### config.mk
export PLATFORM = sky130hd
export DESIGN_NAME = pwm_generator
export DESIGN_NICKNAME = d
export VERILOG_FILES = /design/src/rtl/pwm_generator.sv
export SDC_FILE = /design/constraint.sdc
export NUM_CORES = 1
export LEC_CHECK = 0
export CORE_MARGIN = 2
export CORE_UTILIZATION = 40
export CTS_BUF_LIST = sky130_fd_sc_hd__clkbuf_4 sky130_fd_sc_hd__clkbuf_8 sky130_fd_sc_hd__clkbuf_16
export DETAILED_ROUTE_END_ITERATION = 8
export GPL_ROUTABILITY_DRIVEN = 0
export PLACE_DENSITY_LB_ADDON = 0.05
export SYNTH_ARGS = -nofsm -noshare
export SYNTH_HDL_FRONTEND = slang
export SYNTH_SLANG_ARGS = --single-unit
### constraint.sdc
create_clock -name clk -period 2.2 [get_ports clk]
set_input_delay 0.22 -clock clk [delete_from_list [all_inputs] [get_ports clk]]
set_output_delay 0.22 -clock clk [all_outputs]
set_load 0.01 [all_outputs]
### src/rtl/pwm_generator.sv
// PWM generator: optional prescaler, cycle counter, and duty/period shadow registers.
// Shadow registers load only at cycle boundaries. Output is registered, with one clock from cnt to pin.
module pwm_generator #(
  parameter int WIDTH   = 8,
  parameter int CLK_DIV = 1
) (
  input  logic             clk,
  input  logic             rst,
  input  logic             enable,
  input  logic [WIDTH-1:0] duty,
  input  logic [WIDTH-1:0] period,
  output logic             pwm_out
);

  localparam int PW = (CLK_DIV > 1) ? $clog2(CLK_DIV) : 1;
  localparam logic [PW-1:0] PRESC_LAST = PW'(CLK_DIV - 1);

  logic [PW-1:0]    presc;
  logic [WIDTH-1:0] cnt;
  logic [WIDTH-1:0] duty_act;
  logic [WIDTH-1:0] period_act;
  logic             tick;

  assign tick = (presc == PRESC_LAST);

  always_ff @(posedge clk or posedge rst) begin
    if (rst) begin
      presc      <= '0;
      cnt        <= '0;
      pwm_out    <= 1'b0;
      duty_act   <= '0;
      period_act <= '1;
    end else if (!enable) begin
      // Track live inputs so the first cycle after enable uses current settings
      presc      <= '0;
      cnt        <= '0;
      pwm_out    <= 1'b0;
      duty_act   <= duty;
      period_act <= period;
    end else begin
      pwm_out <= (cnt < duty_act);
      if (tick) begin
        presc <= '0;
        // >= rather than == so a shrunken period can never strand cnt above it
        if (cnt >= period_act) begin
          cnt        <= '0;
          duty_act   <= duty;
          period_act <= period;
        end else begin
          cnt <= cnt + WIDTH'(1);
        end
      end else begin
        presc <= presc + PW'(1);
      end
    end
  end

endmodule

==> reports/results.ini <==
[outcome]
outcome=complete, no violations

[flow_run]
cap_violations=0

[critical_path]
cp-start-kind=flop
cp.arrival_ns=2.39
end_kind=flop
reg2regPathDepth=7
reg2reg_from=period_act[5]$_DFFE_PP1P_
cp_slowest_cell=dfstp_2
worstPathCellList=inv_2 -> ha_4 -> and3_4 -> a221o_1 -> a31oi_4 -> buf_12 -> mux2_4
crit_type=flop to flop
cp_slowest_stage_delay_ns=0.56
required_ns=2.42
rr_endpoint=duty_act[5]$_DFFE_PP0P_
rrSetupSlack_ns=0.03
crit_fanout=9

[placement]
io_buffers=19
placed_cell_area_um2=1690
dp_hpwl_um=1860
place_ws_ns=-0.00324
place_inst=184

[clock_network]
cts_sinks=25
clock_latency_ns=0.32
clk_pin_slew_ns=0.14
tritoncts=yes
ctsRootBufferMaster=clkbuf_4
cts_buffers=3
cts_max_path_buffers=2
postCtsHoldBufs=0
cts_max_level=1

[pwr]
ir_drop_mv=0.284
power.density_nw_per_um2=532
p_leak_uw=0.000881

[global_routing]
grt_remaining_overflow=0
antenna_found_initial=0
grt.total_usage_pct=14.5
grt_pass1_wl_um=4490
grt_pass1_vias=958
grt_max_degree=20

[timing]
rsz0062_at_grt=true
worst_slack_ns=0.0290
finalMaxSlewViolations=0
worstMarginPinSlew_ns=0.714
fmax_ghz=0.461
finalSetupViolCount=0
fin_setup_tns_ns=0
finalCritPeriodShare_pct=98.7
hold_viol=0
fin_crit_ns=2.17
finClkSkew_ns=0.00232
slew-limit-headroom_pct=52.3

[routing]
viasPerCell=4.75
vias=912
drtPass1Iterations=2
drt_iter0_markers=4
drc=0
routed_wirelength_um=2470
ant_nets=0
wl_per_cell_um=12.8

[hold_path]
min_path_type=input pin to async pin

[finish]
drive_above_1_share_pct=28.1
nNetsFinal=182
most-common-layout-cells=19 x clkdlybuf4s50_1, 17 x dfrtp_1, 15 x inv_1
area_delta_synth_final_pct=26.0
fin_cells=192
layout_commonest_cell=clkdlybuf4s50_1
antenna_cells=0
final_cell_area_um2=1800
nFillCells=293

[yosys]
syn-num-nets=151
ys_warn_count=0
postSynthCellCount=116
synth_area_um2=1430
seq_area_frac_synth_pct=44.5
syn_avg_cell_area_um2=12.3
ys_types=28
synth-seq-cells=25

[floorplanning]
io_pins=20
die_x_um=63.7
rows=21
initial_core_util_pct=42.1
die_area_um2=4060
die_h_um=63.7
fp.coreArea_um2=3390

==> worst max-delay path by stage <==
stage	to	from	cells after the start	slack, ns
floorplan	duty_act[0]$_DFFE_PP0P_	period_act[7]$_DFFE_PP1P_	7	0.02
global placement	duty_act[4]$_DFFE_PP0P_	period_act[7]$_DFFE_PP1P_	7	0.04
detailed placement	duty_act[5]$_DFFE_PP0P_	period_act[7]$_DFFE_PP1P_	7	-0.003
CTS	period_act[0]$_DFFE_PP1P_	period_act[5]$_DFFE_PP1P_	8	-0.007
global route	period_act[1]$_DFFE_PP1P_	period_act[5]$_DFFE_PP1P_	7	-0.03
finish	duty_act[5]$_DFFE_PP0P_	period_act[5]$_DFFE_PP1P_	7	0.03
==> synth_stat cells <==
cell type,count,area share [%]
xor2_1,1,0.61
nand2_1,5,1.3
and3_1,3,1.3
buf_12,1,1.4
nand4b_1,1,0.61
and2_1,8,3.5
xnor2_1,5,3.1
a21o_1,2,1.1
nor3b_1,1,0.53
a31oi_1,1,0.44
dfrtp_1,17,30
nand2b_1,2,0.88
nor2b_1,1,0.44
nand3_1,1,0.35
nand4_1,1,0.44
a21oi_1,3,1.1
mux2_4,10,11
and3_4,1,0.79
o21ai_0,2,0.70
a31oi_4,1,1.5
dfstp_2,8,15
mux2_1,2,1.6
mux2_2,4,3.2
ha_1,16,14
buf_6,1,0.79
o211ai_1,1,0.53
inv_1,16,4.2
a221o_1,1,0.70
==> final cells by class <==
cell class / count / area [um2] / share of cell area (%)
clock buffers: 3 / 22.5 / 1.25
inverters: 16 / 60.1 / 3.34
well taps: 46 / 57.6 / 3.20
repair buffers: 28 / 278 / 15.4
flip-flops and latches: 25 / 636 / 35.3
multi-input cells: 73 / 738 / 41.0
clock inverters: 1 / 7.51 / 0.417
==> registers in the layout, summed over array words and instances, names as in the netlist <==
register / count
period_act: 8
cnt: 8
pwm_out: 1
duty_act: 8
==> critical path, delay by kind of cell (launching register included) <==
family / cells / cell delay (ns)
DFF: 1 / 0.56
and+or+nand+nor: 1 / 0.17
buffers and inverters: 2 / 0.22
adders and majority gates: 1 / 0.22
muxes: 1 / 0.30
AOI/OAI and AO/OA: 2 / 0.59
==> stage by stage <==
step                hold WS (ns)  utilization [%]  power [uW]
finish                     0.301             53.1         957
global route               0.344             53.1        1030
CTS                        0.318             53.9         977
detailed placement         0.495             50.0         738
global placement           0.501             50.0         731
floorplan                  0.241                -         669
==> cells by family (layout without fill, tap and decap cells) <==
family,after synthesis,in the layout,share of synthesized area [%]
flip-flops,25,25,44.5
AND/OR/NAND/NOR,24,24,10.2
buffers and inverters,18,48,6.40
adder cells (fa/ha/maj),16,16,14.0
multiplexers,16,16,15.2
AO/OA/AOI/OAI,11,11,5.96
XOR/XNOR,6,6,3.68
==> power by group <==
group          leakage [uW]  switching [uW]  internal, uW
sequential         0.000299            23.5           511
combinational      0.000568            84.7           125
clock             0.0000139             143          69.4
==> timing repair <==
action | 4_1_cts | 5_1_grt
cloned | 1 | 0
pin swaps | 3 | 1
gates resized for setup | 7 | 0
setup endpoints to repair | 14 | 22
setup buffers | 4 | 0
hold endpoints to repair | 0 | 0
==> routing by layer <==
| metal | wire length, um | global-route usage (%) |
|---|---|---|
| met4 | 19 | 4.89 |
| met2 | 1240 | 24.9 |
| met3 | 47 | 1.58 |
| met5 | 0 | 0 |
| met1 | 1160 | 19.0 |
Power figures use the tool's default switching activity.
